`config.mk`:
```
export PLATFORM = sky130hd
export DESIGN_NAME = datacache_control
export DESIGN_NICKNAME = d
export VERILOG_FILES = /design/src/rtl/datacache_control.sv
export SDC_FILE = /design/constraint.sdc
export NUM_CORES = 1
export LEC_CHECK = 0
export ABC_AREA = 1
export BUFFER_PORTS_ARGS = -buffer_cell sky130_fd_sc_hd__buf_2
export CORE_AREA = 3 3 40 42
export CTS_CLUSTER_SIZE = 24
export DETAILED_ROUTE_END_ITERATION = 16
export DIE_AREA = 0 0 43 45
export PLACE_DENSITY = 0.57
export SYNTH_ARGS = -nofsm -noshare
export SYNTH_HDL_FRONTEND = slang
export SYNTH_SLANG_ARGS = --single-unit
```
`constraint.sdc`:
```
create_clock -name clk -period 3.37 [get_ports clk]
set_input_delay 0.5055 -clock clk [delete_from_list [all_inputs] [get_ports clk]]
set_output_delay 0.5055 -clock clk [all_outputs]
set_load 0.02 [all_outputs]
```
`src/rtl/datacache_control.sv`:
```
// datacache_control
//
// Purpose: control FSM for a 2-way set-associative data cache. It sequences
// CPU hits, dirty-victim writebacks, line fills and the post-fill re-check,
// and drives the datapath load strobes and mode select.
//
// Ports:
//   clk, rst            clock; synchronous active-high reset
//   mem_read/mem_write  CPU request, held until mem_resp (both high = write)
//   mem_resp            one-cycle CPU completion pulse
//   pmem_read/write     memory fill / writeback request, held until pmem_resp
//   pmem_resp           memory completion pulse (fill data valid same cycle)
//   HIT, way_hit        tag match and matching way from the datapath
//   lru_data            victim way of the current set
//   valid_out/dirty_out per-way valid and dirty bits of the current set
//   W_CACHE_STATUS      datapath mode: 000 idle, 100 CPU write, 001 writeback,
//                       011 fill-read, 111 fill-commit
//   LD_VALID, LD_TAG    per-way load strobes, valid_in is the valid value
//   LD_DIRTY_in         per-way dirty load, dirty_in_value is the value
//   LD_LRU_in           LRU load strobe, lru_in_value is the value
//
// Optional feature: define DCACHE_PERF_CNT_EN to add hit_count/miss_count
// (32-bit, wrapping, cleared by rst).

module datacache_control (
  input  logic       clk,
  input  logic       rst,
  input  logic       mem_read,
  input  logic       mem_write,
  output logic       mem_resp,
  output logic       pmem_read,
  output logic       pmem_write,
  input  logic       pmem_resp,
  input  logic       HIT,
  input  logic       way_hit,
  input  logic       lru_data,
  input  logic [1:0] valid_out,
  input  logic [1:0] dirty_out,
  output logic [2:0] W_CACHE_STATUS,
  output logic [1:0] LD_VALID,
  output logic [1:0] LD_TAG,
  output logic       valid_in,
  output logic [1:0] LD_DIRTY_in,
  output logic       dirty_in_value,
  output logic       LD_LRU_in,
  output logic       lru_in_value
`ifdef DCACHE_PERF_CNT_EN
  ,
  output logic [31:0] hit_count,
  output logic [31:0] miss_count
`endif
);

  typedef enum logic [2:0] {
    IDLE,
    CHECK,
    WRITEBACK,
    FILL,
    COMMIT
  } state_t;

  state_t state_q, state_d;

  logic [1:0] lruOneHot;
  logic [1:0] hitOneHot;
  logic       victimDirty;

  assign lruOneHot   = lru_data ? 2'b10 : 2'b01;
  assign hitOneHot   = way_hit  ? 2'b10 : 2'b01;
  assign victimDirty = valid_out[lru_data] & dirty_out[lru_data];

  // State register. Reset abandons any memory transaction in flight.
  always_ff @(posedge clk) begin
    if (rst) begin
      state_q <= IDLE;
    end else begin
      state_q <= state_d;
    end
  end

  // Next state and outputs. Outputs are decoded combinationally because the
  // hit response and the fill commit must react to HIT and pmem_resp in the
  // very cycle they arrive; the datapath registers the dirty/LRU loads itself.
  always_comb begin
    state_d        = state_q;
    mem_resp       = 1'b0;
    pmem_read      = 1'b0;
    pmem_write     = 1'b0;
    W_CACHE_STATUS = 3'b000;
    LD_VALID       = 2'b00;
    LD_TAG         = 2'b00;
    valid_in       = 1'b0;
    LD_DIRTY_in    = 2'b00;
    dirty_in_value = 1'b0;
    LD_LRU_in      = 1'b0;
    lru_in_value   = 1'b0;

    case (state_q)
      IDLE: begin
        if (mem_read || mem_write) begin
          state_d = CHECK;
        end
      end

      CHECK: begin
        if (HIT) begin
          mem_resp     = 1'b1;
          LD_LRU_in    = 1'b1;
          lru_in_value = ~way_hit;
          // A simultaneous read+write request is handled as a write.
          if (mem_write) begin
            W_CACHE_STATUS = 3'b100;
            LD_DIRTY_in    = hitOneHot;
            dirty_in_value = 1'b1;
          end
          state_d = IDLE;
        end else if (victimDirty) begin
          state_d = WRITEBACK;
        end else begin
          state_d = FILL;
        end
      end

      WRITEBACK: begin
        W_CACHE_STATUS = 3'b001;
        pmem_write     = 1'b1;
        if (pmem_resp) begin
          LD_DIRTY_in = lruOneHot;
          state_d     = FILL;
        end
      end

      FILL: begin
        pmem_read      = 1'b1;
        W_CACHE_STATUS = 3'b011;
        if (pmem_resp) begin
          W_CACHE_STATUS = 3'b111;
          LD_TAG         = lruOneHot;
          LD_VALID       = lruOneHot;
          valid_in       = 1'b1;
          LD_DIRTY_in    = lruOneHot;
          state_d        = COMMIT;
        end
      end

      // Quiet cycle so the registered data-array write lands before the
      // re-check, which is then guaranteed to hit.
      COMMIT: begin
        state_d = CHECK;
      end

      default: begin
        state_d = IDLE;
      end
    endcase
  end

`ifdef DCACHE_PERF_CNT_EN
  logic [31:0] hitCount_q;
  logic [31:0] missCount_q;
  logic        recheck_q;

  // recheck_q marks the CHECK that follows COMMIT so that it is never
  // counted as a miss; its hit is counted like any other.
  always_ff @(posedge clk) begin
    if (rst) begin
      hitCount_q  <= 32'd0;
      missCount_q <= 32'd0;
      recheck_q   <= 1'b0;
    end else begin
      if (state_q == CHECK) begin
        if (HIT) begin
          hitCount_q <= hitCount_q + 32'd1;
        end else if (!recheck_q) begin
          missCount_q <= missCount_q + 32'd1;
        end
      end
      recheck_q <= (state_q == COMMIT);
    end
  end

  assign hit_count  = hitCount_q;
  assign miss_count = missCount_q;
`endif

endmodule

```
==> impl_metrics.yaml, run 1 <==
status:
  status: "finished clean"
logic_synthesis:
  syn-num-nets: 67
  ys_ff_latch: 3
  ys_top_cells_by_area: "nand2_1 (19%), dfxtp_1 (18%), nor2_1 (8.0%), buf_4 (6.9%), nor2_4 (6.9%)"
  yosysTopAreaCellShare_pct: 19.5
  avgSynthCellArea_um2: 5.96
  yosys_warnings: 0
  ys_seq_area_share_pct: 18.3
  syn-cell-area_um2: 328
  syn_inst: 55
  yosysTopAreaCell: "nand2_1"
  synth.distinct_cells: 17
setup_path:
  cpMaxStageDelayCell: "dfxtp_1"
  crit_arrival_ns: 1.35
  cp.depth: 7
  required_ns: 2.86
  path_buf_inv: 2
  critPathMaxFanout: 4
  cp_top_family: "simple AND/OR/NAND/NOR gates"
  endpoint: "LD_DIRTY_in[1]"
  start_kind: "flop"
  regToRegEndpoint: "state_q[2]$_SDFFE_PP0P_"
  timing.rr.start: "state_q[1]$_SDFFE_PP0P_"
  crit_path_end_kind: "output port"
  rrSetupSlack_ns: 2.39
  max_stage_delay_ns: 0.38
  worstSetupPathType: "reg2out"
  rr_worst_depth: 8
  crit_chain: "nand3_2 -> nor2_2 -> nand2_1 -> inv_2 -> nand2_1 -> o31ai_1 -> buf_2"
  crit_start: "state_q[0]$_SDFFE_PP0P_"
  path_common_cell: "nand2_1"
pwr:
  p_sw_share_pct: 40.1
  comb_power_share_pct: 40.2
  p_leak_nw: 0.311
  p_per_area_nw_per_um2: 372
  seqPwrFrac_pct: 23.4
  peakVddDrop_uv: 229
  p_clk_share_pct: 36.4
  p_int_w: 0.000108
  switching_power_w: 0.0000724
timing:
  period_needed_ns: 1.86
  fin_crit_sh_pct: 55.2
  rsz0062_at_grt: "false"
  timing_hold_violations_final: 0
  setup_violations: 0
  tns_ns: 0
  fin_skew_ns: 0.00719
  worst_pin_slew_ns: 0.203
  maxSlewViolCount: 0
  slew_headroom_pct: 86.4
  max_freq_mhz: 538
detailed_routing:
  drcViolationCount: 0
  ant_nets: 0
  wl_um: 857
  viasPerCell: 4.13
  drt_iter0_markers: 1
  via_count: 405
  dr.pass1.iters: 2
  wire_per_inst_um: 8.74
final_layout:
  layoutNonFillerInstCount: 98
  top_register: "state_q"
  largest_register_ff_count: 3
  areaGrowthSynthToFinish_pct: 48.1
  largest_registers: "state_q: 3 flops"
  antennaDiodeCount: 0
  layout.nets: 96
  layout-drive-gt1-share_pct: 50.6
  design_area_um2: 485
placement:
  placed_area_um2: 459
  dp_hpwl_um: 740
  io_buffers: 27
  gp_congestion: 0.697
  placed_cells: 94
cts:
  clock_sinks: 3
  post-cts-setup-buffers: 0
  clk_pin_slew_ns: 0.04
  hold_buffers: 0
  cts-buffers-inserted: 3
  cts_tree: "yes"
  clk_path_buf_depth: 2
  insertion_delay_ns: 0.24
  post_cts_resize_count: 0
  htreeDepth: 1
  cts-root-buf: "clkbuf_4"
global_route:
  grtUsageTotal_pct: 10.6
  antenna_found_initial: 0
  grt-ovfl-total: 0
  grt_pass1_vias: 376
  grt_pass1_wl_mm: 1.52
  grt_max_degree: 6
floorplanning:
  die_h_um: 45
  core-area_um2: 1280
  die_w_um: 43
  ios: 28
  die-area_um2: 1940
  start_util_pct: 25.5
  rows: 13
flow_run:
  maxCapViolations: 0
worst_hold_path:
  min_from: "rst"
  hold_class: "in2reg"
layout make-up:
type	instances	area, um2
Clock buffer	4	26.3
Fill cell	152	800
Timing Repair Buffer	27	135
Multi-Input combinational cell	38	199
Inverter	11	46.3
Sequential cell	3	60.1
Tap cell	15	18.8
through the flow:
| step | setup WS, ns | utilization, % | hold WS (ns) | total power (W) |
|---|---|---|---|---|
| floorplan | 1.25 | - | 0.547 | 0.0000951 |
| global placement | 1.62 | 35.7 | 0.588 | 0.000116 |
| detailed placement | 1.59 | 35.7 | 0.597 | 0.000116 |
| CTS | 1.47 | 37.8 | 0.451 | 0.000185 |
| global route | 1.35 | 37.8 | 0.453 | 0.000199 |
| finish | 1.51 | 37.8 | 0.453 | 0.000181 |
power groups by stage:
stage / sequential [W] / combinational [W] / clock [W]
6_report: 0.0000423 / 0.0000725 / 0.0000658
5_1_grt: 0.0000428 / 0.0000808 / 0.0000757
4_1_cts: 0.0000423 / 0.0000737 / 0.0000686
3_5_place_dp: 0.0000429 / 0.0000733 / 0
3_3_place_gp: 0.0000428 / 0.0000730 / 0
2_1_floorplan: 0.0000423 / 0.0000528 / 0
how the worst min path moves through the flow:
| stage | end | slack (ns) | cells past startpoint |
|---|---|---|---|
| final | state_q[0]$_SDFFE_PP0P_ | 0.45 | 2 |
| after CTS | state_q[0]$_SDFFE_PP0P_ | 0.45 | 2 |
| after global routing | state_q[0]$_SDFFE_PP0P_ | 0.45 | 2 |
| after floorplan | state_q[0]$_SDFFE_PP0P_ | 0.55 | 3 |
| after global placement | state_q[0]$_SDFFE_PP0P_ | 0.59 | 3 |
| after detailed placement | state_q[0]$_SDFFE_PP0P_ | 0.60 | 3 |
layer usage:
metal / vias to the layer above / track usage (%) / share of wire [%]
met5: - / 0 / 0
met4: 0 / 9.04 / 3.5
met3: 3 / 2.79 / 8.8
met2: 16 / 16.5 / 48
met1: 168 / 12.2 / 39
li1: 218 / - / -
logic make-up (layout without fill, tap and decap cells):
logic type,Yosys count,count (layout),synth area share (%)
flip-flops,3,3,18.3
buffers and inverters,14,42,21.0
AND/OR/NAND/NOR,33,33,51.9
AO/OA/AOI/OAI,5,5,8.78
Yosys cell counts:
cell type / number
nor2_4: 2
nor2_1: 7
nor2_2: 2
buf_4: 3
nand3_1: 1
inv_4: 2
inv_2: 4
a21oi_1: 2
o31ai_1: 1
nand3_2: 1
dfxtp_1: 3
o21ai_0: 1
inv_1: 5
nand2_1: 17
nor3_1: 2
o22ai_1: 1
nor2_8: 1
cell usage in the layout (no fill, tap or decap), drive strengths merged:
| master | Yosys | final |
|---|---|---|
| o31ai | 1 | 1 |
| nand3 | 2 | 2 |
| o21ai | 1 | 1 |
| nand2 | 17 | 17 |
| inv | 11 | 11 |
| a21oi | 2 | 2 |
| clkbuf | 0 | 4 |
| buf | 3 | 27 |
| dfxtp | 3 | 3 |
| nor3 | 2 | 2 |
| nor2 | 12 | 12 |
| o22ai | 1 | 1 |
(Power assumes the default switching activity.)
==> run 2, diff against run 1 <==
==> constraint.sdc (replaced) <==
create_clock -name clk -period 1.8 [get_ports clk]
set_input_delay 0.27 -clock clk [delete_from_list [all_inputs] [get_ports clk]]
set_output_delay 0.27 -clock clk [all_outputs]
set_load 0.02 [all_outputs]
==> run 2 against run 1 <==
Compared with the run above: setup slack worse by 1.3 ns; die area unchanged; wire length up 4.8%; combinational power up 89%; critical path type unchanged; largest cell class unchanged; largest power group unchanged.
==> impl_metrics.yaml, run 2 (synthesized netlist as in run 1, its figures left out) <==
detailed_routing:
  dr.pass1.iters: 4
  viasPerCell: 4.15
  drt_iter0_markers: 5
  wire_per_inst_um: 9.16
  drcViolationCount: 0
  ant_nets: 0
  wl_um: 898
  via_count: 407
floorplanning:
  ios: 28
  die_w_um: 43
  die_h_um: 45
  start_util_pct: 25.5
  rows: 13
  die-area_um2: 1940
  core-area_um2: 1280
timing:
  tns_ns: 0
  worst_pin_slew_ns: 0.223
  maxSlewViolCount: 0
  fin_skew_ns: 0.000918
  slew_headroom_pct: 85.1
  max_freq_mhz: 622
  fin_crit_sh_pct: 89.3
  setup_violations: 0
  timing_hold_violations_final: 0
  rsz0062_at_grt: "false"
  finalWorstSetupSlack_ns: 0.193
  period_needed_ns: 1.61
cts:
  clock_sinks: 3
  clk_path_buf_depth: 2
  hold_buffers: 0
  htreeDepth: 1
  cts_tree: "yes"
  cts-buffers-inserted: 3
  post_cts_resize_count: 0
  insertion_delay_ns: 0.23
  post-cts-setup-buffers: 0
  clk_pin_slew_ns: 0.04
  cts-root-buf: "clkbuf_4"
global_route:
  antenna_found_initial: 0
  grt_pass1_vias: 382
  grt_pass1_wl_mm: 1.48
  grt_max_degree: 6
  grtUsageTotal_pct: 10.2
  grt-ovfl-total: 0
placement:
  io_buffers: 27
  dp_hpwl_um: 783
  dp_slack_ns: 0.416
  gp_congestion: 0.736
  placed_area_um2: 464
flow_run:
  maxCapViolations: 0
pwr:
  peakVddDrop_uv: 288
  switching_power_w: 0.000130
  p_clk_share_pct: 34.8
  comb_power_share_pct: 41.4
  p_int_w: 0.000202
  p_per_area_nw_per_um2: 677
  p_leak_nw: 0.313
  seqPwrFrac_pct: 23.9
  total_power_w: 0.000332
  p_sw_share_pct: 39.1
setup_path:
  start_kind: "flop"
  worstSetupPathType: "reg2out"
  crit_arrival_ns: 1.34
  critPathMaxFanout: 4
  required_ns: 1.53
  crit_path_end_kind: "output port"
final_layout:
  design_area_um2: 490
  areaGrowthSynthToFinish_pct: 49.6
  layout-drive-gt1-share_pct: 51.8
  mostFrequentLayoutCell: "buf_2"
  layout.nets: 96
  antennaDiodeCount: 0
  top_register: "state_q"
  largest_register_ff_count: 3
  largest_registers: "state_q: 3 flops"
  layout_common_cells: "buf_2 (27), nand2_1 (17), nor2_1 (7), inv_1 (5), inv_2 (4)"
status:
  status: "finished clean"
worst_hold_path:
  hold_class: "in2reg"
[run 2: per-stage QoR]
stage	hold slack, ns	utilization [%]	cells
after floorplan	0.336	-	55
after global placement	0.467	36.1	94
after detailed placement	0.473	36.1	94
after CTS	0.228	38.2	98
after global routing	0.237	38.2	98
final	0.234	38.2	98
[run 2: critical path, cell delays in order (launching register included)]
cell and delay (ns):
dfxtp_1 0.34, inv_2 0.09, nand3_2 0.10, nor2_2 0.12, nand2_1 0.11, inv_2 0.06
nand2_1 0.04, o31ai_1 0.05, buf_2 0.20
[run 2: final timing paths]
kind / cells after the start / slack [ns] / end / from
hold reg to reg: 3 / 0.61 / state_q[0]$_SDFFE_PP0P_ / state_q[0]$_SDFFE_PP0P_
setup reg to reg: 6 / 0.80 / state_q[0]$_SDFFE_PP0P_ / state_q[2]$_SDFFE_PP0P_
hold / removal: 2 / 0.23 / state_q[2]$_SDFFE_PP0P_ / rst
setup / recovery: 8 / 0.19 / LD_DIRTY_in[1] / state_q[2]$_SDFFE_PP0P_
[run 2: power groups by stage]
stage	registers, W	logic, W	clock network, W
2_1_floorplan	0.0000791	0.0000995	0
3_3_place_gp	0.0000803	0.000138	0
3_5_place_dp	0.0000803	0.000139	0
4_1_cts	0.0000791	0.000139	0.000122
5_1_grt	0.0000803	0.000154	0.000125
6_report	0.0000792	0.000137	0.000115
[run 2: layout make-up]
| class | count | area, um2 |
|---|---|---|
| Fill cell | 153 | 795 |
| Multi-Input combinational cell | 38 | 204 |
| Timing Repair Buffer | 27 | 135 |
| Sequential cell | 3 | 60.1 |
| Inverter | 11 | 46.3 |
| Clock buffer | 4 | 26.3 |
| Tap cell | 15 | 18.8 |
[run 2: metal layers]
layer	global-route usage (%)	share of wire, %	routed length, um	vias up
met5	0	0	0	-
li1	-	-	-	223
met3	2.79	7.9	71	0
met2	16.8	50	452	15
met4	7.23	0	0	0
met1	11.5	42	374	169
